## config.mk

```make
export PLATFORM = sky130hd
export DESIGN_NAME = uart_rx_core
export DESIGN_NICKNAME = d
export VERILOG_FILES = /design/src/rtl/uart_rx_core.sv
export SDC_FILE = /design/constraint.sdc
export NUM_CORES = 1
export LEC_CHECK = 0
export BUFFER_PORTS_ARGS = -buffer_cell sky130_fd_sc_hd__buf_4
export CORE_MARGIN = 4
export CORE_UTILIZATION = 65
export CTS_BUF_LIST = sky130_fd_sc_hd__clkbuf_8
export CTS_CLUSTER_SIZE = 30
export DETAILED_ROUTE_END_ITERATION = 16
export GPL_ROUTABILITY_DRIVEN = 0
export PLACE_DENSITY = 0.86
export SLEW_MARGIN = 15
export SYNTH_ARGS = -nofsm -noshare
export SYNTH_HDL_FRONTEND = slang
export SYNTH_SLANG_ARGS = --single-unit
```

## constraint.sdc

```tcl
create_clock -name clk -period 3.3 [get_ports clk]
set_input_delay 0.66 -clock clk [delete_from_list [all_inputs] [get_ports clk]]
set_output_delay 0.66 -clock clk [all_outputs]
set_load 0.03 [all_outputs]
```

## src/rtl/uart_rx_core.sv

```systemverilog
// UART receiver: 2-flop synchronized rx, mid-bit 3-sample majority vote, optional parity.
// Define UART_RX_BREAK_DET_EN to build the break-condition detector on brk.
module uart_rx_core #(
  parameter int CLKS_PER_BIT = 104,
  parameter int DATA_BITS    = 8,
  parameter int PARITY       = 0
) (
  input  logic       clk,
  input  logic       rst_n,
  input  logic       rx,
  output logic [7:0] dout,
  output logic       done,
  output logic       err,
  output logic       parity_err,
  output logic       busy,
  output logic       brk
);

  localparam int CW = $clog2(CLKS_PER_BIT);
  localparam int M  = CLKS_PER_BIT / 2;
  localparam logic [CW-1:0] C_LAST = CW'(CLKS_PER_BIT - 1);
  localparam logic [CW-1:0] C_S0   = CW'(M - 1);
  localparam logic [CW-1:0] C_S1   = CW'(M);
  localparam logic [CW-1:0] C_S2   = CW'(M + 1);
  localparam logic [2:0]    LAST_BIT = 3'(DATA_BITS - 1);
  localparam logic          PAR_ODD  = (PARITY == 2);

  typedef enum logic [2:0] {
    IDLE    = 3'd0,
    START   = 3'd1,
    DATA    = 3'd2,
    PAR     = 3'd3,
    STOP    = 3'd4,
    WAIT_HI = 3'd5
  } state_t;

  function automatic logic maj3(input logic a, input logic b, input logic c);
    return (a & b) | (a & c) | (b & c);
  endfunction

  state_t          state;
  logic [CW-1:0]   cnt;
  logic [2:0]      bit_idx;
  logic [7:0]      data;
  logic            rx_meta, rxs, rxs_d;
  logic            s0, s1;
  logic            par_err_n;
  logic            vote;
  logic            cnt_end;

  assign vote    = maj3(s0, s1, rxs);
  assign cnt_end = (cnt == C_LAST);

  // stage: rx synchronizer (idles high)
  always_ff @(posedge clk or negedge rst_n) begin
    if (!rst_n) begin
      rx_meta <= 1'b1;
      rxs     <= 1'b1;
      rxs_d   <= 1'b1;
    end else begin
      rx_meta <= rx;
      rxs     <= rx_meta;
      rxs_d   <= rxs;
    end
  end

  // stage: sample and payload capture (data path, no reset)
  always_ff @(posedge clk) begin
    if (cnt == C_S0) s0 <= rxs;
    if (cnt == C_S1) s1 <= rxs;
    if (state == IDLE)
      data <= '0;
    else if (state == DATA && cnt == C_S2)
      data[bit_idx] <= vote;
  end

  // stage: frame FSM and registered outputs
  always_ff @(posedge clk or negedge rst_n) begin
    if (!rst_n) begin
      state      <= IDLE;
      cnt        <= '0;
      bit_idx    <= '0;
      par_err_n  <= 1'b0;
      dout       <= '0;
      done       <= 1'b0;
      err        <= 1'b0;
      parity_err <= 1'b0;
      busy       <= 1'b0;
    end else begin
      done <= 1'b0;
      case (state)
        IDLE: begin
          if (rxs_d && !rxs) begin
            state <= START;
            cnt   <= '0;
            busy  <= 1'b1;
          end
        end
        START: begin
          if (cnt == C_S2 && vote) begin
            state <= IDLE;
            busy  <= 1'b0;
          end else if (cnt_end) begin
            state   <= DATA;
            cnt     <= '0;
            bit_idx <= '0;
          end else begin
            cnt <= cnt + 1'b1;
          end
        end
        DATA: begin
          if (cnt_end) begin
            cnt <= '0;
            if (bit_idx == LAST_BIT)
              state <= (PARITY != 0) ? PAR : STOP;
            else
              bit_idx <= bit_idx + 1'b1;
          end else begin
            cnt <= cnt + 1'b1;
          end
        end
        PAR: begin
          if (cnt == C_S2)
            par_err_n <= ((^data) ^ vote) != PAR_ODD;
          if (cnt_end) begin
            state <= STOP;
            cnt   <= '0;
          end else begin
            cnt <= cnt + 1'b1;
          end
        end
        STOP: begin
          // Leave at mid-bit so a back-to-back start edge is not missed.
          if (cnt == C_S2) begin
            done       <= 1'b1;
            dout       <= data;
            err        <= ~vote;
            parity_err <= (PARITY != 0) && par_err_n;
            state      <= vote ? IDLE : WAIT_HI;
            busy       <= ~vote;
            cnt        <= '0;
          end else begin
            cnt <= cnt + 1'b1;
          end
        end
        WAIT_HI: begin
          if (rxs) begin
            state <= IDLE;
            busy  <= 1'b0;
          end
        end
        default: begin
          state <= IDLE;
          busy  <= 1'b0;
        end
      endcase
    end
  end

`ifdef UART_RX_BREAK_DET_EN
  logic all_zero;

  // stage: break detection (all payload, parity and stop bits low)
  always_ff @(posedge clk or negedge rst_n) begin
    if (!rst_n) begin
      all_zero <= 1'b0;
      brk      <= 1'b0;
    end else begin
      if (state == IDLE)
        all_zero <= 1'b1;
      else if ((state == DATA || state == PAR) && cnt == C_S2 && vote)
        all_zero <= 1'b0;
      if (state == STOP && cnt == C_S2)
        brk <= all_zero & ~vote;
      else if (rxs)
        brk <= 1'b0;
    end
  end
`else
  assign brk = 1'b0;
`endif

endmodule

```

[Word level (Yosys, flattened, before mapping)]
Cells that the tools add are included.
Operators by class
  equality and inequality tests: 21
  reductions and logical operators: 14
  multiplexer cells: 30
  $lt $le $gt $ge: 2
  bitwise logic cells: 7
  add/subtract/negate cells: 2
Operator list (count)
  3-bit two-way mux: 13
  7-bit two-way mux: 4
  7-bit one-hot mux with 4 select lines: 1
  7-bit by 6-bit == test with 1-bit output, second input constant: 3
  3-bit one-hot mux with 6 select lines: 1
  2-bit inequality test, second input constant: 8
  5-bit AND reduction: 2
  3-bit == test, second input constant: 3
  8-bit bitwise mux: 1
  7-bit by 1-bit adder with 7-bit output, second input constant: 1
  7-bit == test, second input constant: 1
  1-bit two-way mux: 7
  7-bit AND reduction: 1
  3-bit by 2-bit == test with 1-bit output, second input constant: 2
  3-bit one-hot mux with 2 select lines: 1
  1-bit one-hot mux with 5 select lines: 1
  1-bit logical AND: 4
  3-bit by 4-bit less-than comparator with 1-bit output, second input constant: 1
  2-bit by 1-bit inequality test with 1-bit output, second input constant: 2
  4-bit nonzero test: 1
  3-bit by 1-bit adder with 3-bit output, second input constant: 1
  1-bit bitwise AND: 3
  1-bit demux with 3-bit select: 1
  3-bit by 1-bit == test with 1-bit output, second input constant: 1
  10 further kinds: 12
Word-level totals
  flip-flop bits (word level): 37
  input bits: 3
  logic and storage cells: 89

[Longest topological paths before layout]
Gate-level depths: netlist of the first run.
  word-level depth: 6
  mapped depth: 8
  mapped depth without buffers: 7

[Worst setup path before layout of the first run]
No wires, ideal clock.
  path type: register to register
  start: register cnt[1]
  end: register dout[1]
  clock period less this slack: 1.700 ns
  data required time: 3.172 ns
  slack: 1.600 ns
  data arrival time: 1.573 ns
  cell stages (with the launch flop): 8
  cells stage by stage: dfrtp_1 > inv_1 > ha_1 > and3b_2 > nand3_2 > nor3_2 > buf_4 > mux2_1
On the way
  longest elaborated chain between the ends: 2
RTL lines
  start, declared: line 42  | logic [CW-1:0] cnt;
  start signal, assigned: line 108  | cnt <= cnt + 1'b1;
  start signal, assigned: line 119  | cnt <= cnt + 1'b1;
  start signal, assigned: line 129  | cnt <= cnt + 1'b1;
  7-bit by 6-bit == test with 1-bit output: line 134  | if (cnt == C_S2) begin
  2-bit AND reduction (no source line)
  end signal, assigned: line 136  | dout <= data;
  end, declared: line 11  | output logic [7:0] dout,
Every way passes these cells.
A chain may end at the register's enable or synchronous reset.

[Worst setup path in the final report of the first run]
  start: register cnt[1]
  end: register dout[0]
The elaborated chain is that of the path after synthesis.

==> results of run 1 <==
==> through the flow <==
step           hold WS, ns  setup slack (ns)  instances  power (mW)
2_1_floorplan        0.345              1.60        184       0.741
3_3_place_gp         0.350              1.22        218       0.781
3_5_place_dp         0.355              1.11        218       0.799
4_1_cts              0.279              1.07        226        1.13
5_1_grt              0.286             0.954        226        1.20
6_report             0.268              1.09        226        1.13
==> final cells by class <==
type                    instances  area [µm²]
repair buffers                 13        97.6
clock inverters                 2        13.8
inverters                      10        37.5
clock buffers                   6        82.6
fillers                       195         704
flip-flops and latches         37         900
well taps                      31        38.8
multi-input cells             127         931
==> logic make-up (layout without fill, tap and decap cells) <==
logic type / after synthesis / count (layout)
compound gates: 36 / 36
mux: 14 / 14
fa+ha+maj: 6 / 6
flops: 37 / 37
xor+xnor: 2 / 2
buf+inv: 20 / 31
simple gates: 67 / 67
other cells: 1 / 2
==> power by group through the flow <==
stage	logic [mW]	registers [mW]	clock network, mW
after floorplan	0.184	0.557	0
after global placement	0.211	0.571	0
after detailed placement	0.221	0.578	0
after CTS	0.224	0.569	0.334
after global routing	0.258	0.581	0.360
final	0.225	0.572	0.332
==> per-layer routing <==
metal  GRT usage (%)  vias to the layer above  routed length, µm  part of all wire, %
li1                -                      676                  -                    -
met1            27.6                      689               1620                   42
met2            36.8                       58               1900                   50
met3            4.14                        8                232                  6.1
met4            9.64                        0                 66                  1.7
met5               0                        -                  0                    0
==> cells in the mapped netlist, types with 4 or more instances <==
cell / count / share of area [%]
dfxtp_1: 8 / 8.3
a21oi_1: 8 / 2.1
ha_1: 5 / 3.2
nor2_1: 13 / 2.5
mux2i_1: 6 / 3.1
mux2_1: 7 / 4.1
nand2_1: 13 / 2.5
buf_4: 4 / 1.6
inv_1: 10 / 1.9
o21ai_0: 5 / 1.3
nor2b_1: 4 / 1.3
nand3_1: 6 / 1.6
o22ai_1: 4 / 1.3
dfrtp_1: 24 / 31
o21ai_1: 5 / 1.3
==> path summary, 6_finish.rpt <==
kind	startpoint	to	slack [ns]	cells past startpoint
max in group asynchronous	rst_n	rxs	2.72	1
min in group clk	rx_meta	rxs	0.36	0
worst min-delay path	rst_n	bit_idx[1]	0.27	1
worst max-delay path	cnt[1]	dout[0]	1.09	6
worst min register to register	rx_meta	rxs	0.36	0
worst max register to register	cnt[1]	dout[0]	1.09	6
==> registers in the layout (all words and copies together), names as in the netlist <==
name     cells
err          1
s1           1
busy         1
s0           1
dout         8
rxs_d        1
cnt          7
data         8
rxs          1
bit_idx      3
state        3
rx_meta      1
done         1
==> flow_summary.yaml, run 1 <==
outcome:
  status: "finished, final reports clean"
finish:
  final_common_cell: "dfrtp_1"
  final_nets: 202
  final_cell_mix: "dfrtp_1 (24), nor2_1 (13), nand2_1 (13), buf_4 (13), inv_1 (10)"
  final_core_util_pct: 74.9
  drive_above_1_share_pct: 21.5
  design_area_um2: 2100
  antennaDiodeCount: 0
  flow.area_growth_from_synthesis_pct: 8.95
critical_path:
  slowest_stage: "nor3_2"
  cp-start-kind: "flip-flop"
  worst_ep_required_time_ns: 3.48
  path_max_fanout: 11
  cpPeakStageDelay_ns: 0.67
  crit_path_end_kind: "flip-flop"
  cp.arrival_ns: 2.39
  cp_top_family: "simple AND/OR/NAND/NOR gates"
  path_cells: "inv_1 -> ha_1 -> and3b_2 -> nand3_2 -> nor3_2 -> mux2_2"
  critical_path_class: "reg -> reg"
  timing.critical_path.buf_inv: 1
flow_run:
  cap_violations: 0
synth:
  synth_top_family_by_area: "simple AND/OR/NAND/NOR gates"
  netlist_area_um2: 1930
  synth_async_sr_flop_share_pct: 73.0
  synthXorXnorAreaFrac_pct: 0.909
  yosysWarnings: 0
  ys_types: 55
  synth-simple-area-share_pct: 23.1
  synth_edf_count: 2
  ys_dominant_reg_cell: "dfrtp_1"
  synth-compound-area-share_pct: 12.3
  synthCells: 183
  muxShareOfSynthArea_pct: 7.79
  yosys_register_bits: 37
  synth_fa_ha_area_share_pct: 3.76
  yosysSeqAreaShare_pct: 46.7
  avgSynthCellArea_um2: 10.5
cts:
  clock_sinks: 37
  htreeDepth: 2
  insertion_delay_ns: 0.29
  cts_hold_buf: 0
  post_cts_buffers: 0
  clock_path_buffers: 2
  cts_resized: 0
  cts.clk_slew.worst_paths_ns: 0.08
  numCtsBuffers: 5
  cts_root_buf: "clkbuf_8"
  cts_tree: "built"
floorplan:
  rows: 19
  fp.dieW_um: 62.5
  initial_utilization_pct: 68.7
  fp.dieArea_um2: 3900
  core_um2: 2810
  die_y_um: 62.5
  ios: 16
global_routing:
  grt_first_pass_wirelength_um: 6890
  grt_pass1_vias: 1475
  grt_max_degree: 28
  track_usage_pct: 21.9
  antenna_found_initial: 0
  overflow: 0
placement:
  place_area_um2: 2000
  port_buffers: 13
  dp_hpwl_um: 2660
timing:
  setup_violations: 0
  relSlewSlack_pct: 43.9
  min_period_over_period_pct: 66.9
  skew_ns: 0.0111
  rsz0062_at_grt: "no"
  hold_violations: 0
  drv_slew: 0
  tightest_slew_ns: 0.836
  tns_ns: 0
  min_period_ns: 2.21
  max_freq_mhz: 453
hold_path:
  hp-class: "in -> async"
route:
  drc_errors: 0
  drtIter0Drc: 102
  drt-total-wl_um: 3820
  vias: 1431
  dr.pass1.iters: 4
  post_drt_wl_per_cell_um: 16.9
  viasPerCell: 6.33
  drtAntennaViolNets: 0
power:
  p_leak_nw: 0.976
  comb_power_share_pct: 20.0
  p_sw_uw: 363
  p_clk_share_pct: 29.4
  ir_worst_vdd_uv: 463
  power.density_nw_per_um2: 538
  p_int_uw: 766
  power_frac_seq_pct: 50.6
  p_sw_share_pct: 32.2
No activity file was read; power rests on OpenSTA's default activity.
==> run 2: changes to the inputs <==
Settings changed: CORE_UTILIZATION 65 to 61, PLACE_DENSITY 0.86 to 0.81.
Clock period 3.3 ns to 2.1 ns, I/O delays scaled along.
==> run 2 against run 1 <==
  * Final cell count increased by 8.0%
  * Clock power increased by 38%
  * Maximum frequency increased by 19%
  * Sequential share of layout area decreased by 0.80 points
  * Flip-flop and latch count unchanged
  * Utilization decreased by 4.2 points
  * Register-to-register slack got worse by 0.85 ns
  * Global-route usage decreased by 2.1 points
  * Sequential power increased by 57%
  * Combinational power increased by 57%
  * Setup slack got worse by 0.85 ns
  * Critical endpoint is now state[1]
==> flow_summary.yaml, run 2 (synthesis gave the netlist of run 1 again) <==
outcome:
  status: "finished, final reports clean"
critical_path:
  r2r_cells: 7
  cpPeakStageDelay_ns: 0.50
  crit_path_end: "state[1]"
  critical_path_class: "reg -> reg"
  crit_path_end_kind: "flip-flop"
  worst_ep_required_time_ns: 2.27
  crit_top_cell: "ha_1"
  r2r-start: "bit_idx[1]"
  r2r-end: "state[1]"
  cp-start-kind: "flip-flop"
  reg2reg_slack_ns: 0.25
  path_max_fanout: 10
  slowest_stage: "dfrtp_1"
  worst_setup_path_startpoint: "bit_idx[1]"
  path_cells: "ha_1 -> ha_1 -> a211oi_1 -> a32oi_1 -> o211ai_1 -> nand2_1 -> o41ai_1"
  cp.arrival_ns: 2.03
floorplan:
  ios: 16
  core_um2: 3030
  die_y_um: 64.2
  fp.dieArea_um2: 4120
  initial_utilization_pct: 63.7
  fp.dieW_um: 64.2
  rows: 20
finish:
  final_nets: 207
  drive_above_1_share_pct: 23.0
  final_cell_mix: "dfrtp_1 (24), buf_4 (18), nor2_1 (13), nand2_1 (13), inv_1 (11)"
  antennaDiodeCount: 0
  final_common_cell: "dfrtp_1"
  flow.area_growth_from_synthesis_pct: 11.0
  stdcell_count: 244
  top_regs: "data (8), dout (8), cnt (7)"
cts:
  cts.clk_slew.worst_paths_ns: 0.07
  cts_hold_buf: 0
  insertion_delay_ns: 0.28
  numCtsBuffers: 5
  htreeDepth: 2
  cts_root_buf: "clkbuf_8"
  cts_tree: "built"
  clock_path_buffers: 2
  post_cts_buffers: 0
  clock_sinks: 37
  cts_resized: 0
route:
  viasPerCell: 5.71
  dr.pass1.iters: 4
  drt-total-wl_um: 3700
  post_drt_wl_per_cell_um: 15.1
  drtAntennaViolNets: 0
  drc_errors: 0
  drtIter0Drc: 120
  vias: 1394
power:
  power.density_nw_per_um2: 799
  p_leak_nw: 1.00
  ir_worst_vdd_uv: 749
global_routing:
  grt_max_degree: 28
  antenna_found_initial: 0
  grt_pass1_vias: 1347
  track_usage_pct: 19.8
  grt_first_pass_wirelength_um: 6290
  overflow: 0
timing:
  hold_violations: 0
  max_freq_mhz: 539
  setup_violations: 0
  min_period_over_period_pct: 88.3
  rsz0062_at_grt: "no"
  min_period_ns: 1.85
  relSlewSlack_pct: 66.5
  drv_slew: 0
  tns_ns: 0
  whs_ns: 0.0318
  tightest_slew_ns: 0.500
  skew_ns: 0.00300
placement:
  dp_hpwl_um: 2670
  port_buffers: 13
  dp.cells: 236
flow_run:
  cap_violations: 0
hold_path:
  hp-class: "in -> async"
==> run 2: changes by cell type in the layout (fill, tap and decap cells not counted), sizes merged <==
cell,before,now
clkbuf,6,5
buf,13,18
inv,10,11
==> run 2: per-stage QoR <==
stage / total power, mW / cell area, µm² / utilization (%) / setup WS, ns
final: 1.71 / 2140 / 70.7 / 0.246
after global routing: 1.81 / 2140 / 70.7 / 0.149
after CTS: 1.72 / 2140 / 70.7 / 0.249
after detailed placement: 1.26 / 2060 / 68.0 / 0.287
after global placement: 1.23 / 2060 / 68.0 / 0.356
after floorplan: 1.16 / 1930 / - / 0.400
==> run 2: layer usage <==
layer	wire, µm	global-route usage, %
met1	1720	26.2
met2	1810	30.8
met3	138	6.33
met4	34	6.60
met5	0	0
==> run 2: power breakdown <==
group | internal [mW] | total [mW] | leakage (nW) | switching (mW)
Clock | 0.225 | 0.459 | 0.0491 | 0.235
Sequential | 0.784 | 0.898 | 0.434 | 0.114
Combinational | 0.157 | 0.354 | 0.518 | 0.197
Total | 1.17 | 1.71 | 1.00 | 0.545
==> run 2: how the worst min path moves through the flow <==
stage	depth (start not counted)	slack [ns]	to	startpoint
after floorplan	0	0.12	bit_idx[0]	rst_n
after global placement	1	0.35	bit_idx[0]	rst_n
after detailed placement	0	0.35	rxs	rx_meta
after CTS	1	0.04	dout[6]	rst_n
after global routing	1	0.05	bit_idx[1]	rst_n
final	1	0.03	bit_idx[1]	rst_n
==> run 2: layout make-up <==
cell class / count / area (µm²)
Fill cell: 211 / 887
Timing Repair Buffer: 18 / 135
Tap cell: 44 / 55.1
Inverter: 10 / 37.5
Sequential cell: 37 / 900
Clock buffer: 5 / 68.8
Clock inverter: 3 / 13.8
Multi-Input combinational cell: 127 / 931
==> run 2: worst max-delay path, delay by kind of cell, from the launching register on <==
kind / cells / cell delay [ns]
compound gates: 4 / 0.69
simple gates: 1 / 0.11
flops: 1 / 0.50
fa+ha+maj: 2 / 0.44
==> run 3: changes to the inputs <==
Settings changed: HOLD_SLACK_MARGIN from default to 0.12.
==> run 3 against run 2 <==
  * Clock power barely moved
  * Maximum frequency barely moved
  * Power rose by 0.12%
  * Setup slack got worse by 0.0015 ns
  * Cell area rose by 0.47%
  * Sequential share of layout area fell by 0.20 points
  * Non-clock buffer count rose by 1
  * Register-to-register slack barely moved
  * Flip-flop and latch count did not move
==> flow_summary.yaml, run 3 (synthesis gave the netlist of run 1 again) <==
timing:
  relSlewSlack_pct: 66.5
  whs_ns: 0.240
  rsz0062_at_grt: "no"
  hold_violations: 0
  min_period_over_period_pct: 88.4
  tns_ns: 0
  drv_slew: 0
  max_freq_mhz: 539
  skew_ns: 0.00391
  tightest_slew_ns: 0.500
  min_period_ns: 1.86
  setup_violations: 0
power:
  power.density_nw_per_um2: 796
  p_leak_nw: 1.00
  ir_worst_vdd_uv: 749
critical_path:
  path_cells: "ha_1 -> ha_1 -> a211oi_1 -> a32oi_1 -> o211ai_1 -> nand2_1 -> o41ai_1"
  crit_cells: 7
  slowest_stage: "dfrtp_1"
  critical_path_class: "reg -> reg"
  crit_top_cell: "ha_1"
  r2r_cells: 7
  crit_path_end_kind: "flip-flop"
  cpPeakStageDelay_ns: 0.50
  r2r-end: "state[1]"
  crit_path_end: "state[1]"
  worst_ep_required_time_ns: 2.27
  cp-start-kind: "flip-flop"
  path_max_fanout: 10
  worst_setup_path_startpoint: "bit_idx[1]"
  reg2reg_slack_ns: 0.24
  r2r-start: "bit_idx[1]"
  cp.arrival_ns: 2.03
  cp_top_family: "compound AO/OA/AOI/OAI gates"
  timing.critical_path.buf_inv: 0
floorplan:
  core_um2: 3030
  fp.dieArea_um2: 4120
  initial_utilization_pct: 63.7
  rows: 20
  fp.dieW_um: 64.2
  die_y_um: 64.2
  ios: 16
cts:
  insertion_delay_ns: 0.28
  clock_path_buffers: 2
  cts_tree: "built"
  numCtsBuffers: 5
  cts_root_buf: "clkbuf_8"
  htreeDepth: 2
  clock_sinks: 37
  cts_resized: 0
  post_cts_buffers: 0
  cts.clk_slew.worst_paths_ns: 0.07
finish:
  final_cell_mix: "dfrtp_1 (24), buf_4 (18), nor2_1 (13), nand2_1 (13), inv_1 (11)"
  final_nets: 208
  antennaDiodeCount: 0
  top_regs: "data (8), dout (8), cnt (7)"
  multi_input_area_um2: 931
  flow.area_growth_from_synthesis_pct: 11.6
  final_common_cell: "dfrtp_1"
  seq_area_um2: 900
  drive_above_1_share_pct: 22.9
  fill_cells: 214
  final_core_util_pct: 71.0
global_routing:
  grt_max_degree: 28
  track_usage_pct: 19.9
  overflow: 0
  grt_first_pass_wirelength_um: 6300
  antenna_found_initial: 0
  grt_pass1_vias: 1350
route:
  drtAntennaViolNets: 0
  viasPerCell: 5.70
  dr.pass1.iters: 4
  drt-total-wl_um: 3690
  drtIter0Drc: 129
  post_drt_wl_per_cell_um: 15.0
  vias: 1397
  drc_errors: 0
placement:
  port_buffers: 13
  dp_hpwl_um: 2670
flow_run:
  cap_violations: 0
hold_path:
  hp-class: "in -> reg"
outcome:
  status: "finished, final reports clean"
## run 3: changes by cell type in the layout (fill, tap and decap cells not counted), sizes merged
cell,change
dlygate4sd3,+1
## run 3: stage by stage
stage | worst slack [ns] | area (µm²) | std cells | power [mW]
finish | 0.244 | 2150 | 245 | 1.71
detailed placement | 0.287 | 2060 | 236 | 1.26
floorplan | 0.400 | 1930 | 184 | 1.16
global route | 0.149 | 2150 | 245 | 1.81
CTS | 0.249 | 2150 | 245 | 1.72
global placement | 0.356 | 2060 | 236 | 1.23
## run 3: cell type report
| class | instances | share of cell area (%) |
|---|---|---|
| Multi-Input combinational cell | 127 | 43.3 |
| Sequential cell | 37 | 41.8 |
| Timing Repair Buffer | 19 | 6.75 |
| Clock buffer | 5 | 3.20 |
| Tap cell | 44 | 2.56 |
| Inverter | 10 | 1.75 |
| Clock inverter | 3 | 0.640 |
## run 3: routing by layer
metal / vias up / wire length (µm) / global-route usage, %
li1: 688 / - / -
met1: 672 / 1740 / 26.3
met2: 32 / 1790 / 30.8
met3: 5 / 130 / 6.33
met4: 0 / 34 / 6.60
met5: - / 0 / 0
## run 3: worst reg2reg max path, cell delays in order, from the launching register on
cell and delay [ns]:
dfrtp_1 0.50, ha_1 0.25, ha_1 0.20, a211oi_1 0.31, a32oi_1 0.10, o211ai_1 0.21, nand2_1 0.11, o41ai_1 0.07
## run 3: report_power, final
part | switching, mW | total [mW] | internal, mW
logic | 0.197 | 0.355 | 0.158
clock network | 0.235 | 0.460 | 0.225
registers | 0.114 | 0.898 | 0.784
total | 0.546 | 1.71 | 1.17
## run 3: how the worst min path moves through the flow
stage	start	endpoint	slack, ns	cells after the start
floorplan	rst_n	bit_idx[0]	0.12	0
global route	rx	rx_meta	0.22	1
global placement	rst_n	bit_idx[0]	0.35	1
detailed placement	rx_meta	rxs	0.35	0
finish	rx	rx_meta	0.24	1
CTS	rx	rx_meta	0.23	1
## run 3: repair_timing
item / in CTS / in global routing
hold buffers: 1 / 0
setup endpoints to repair: 0 / 0
hold endpoints to repair: 24 / 0
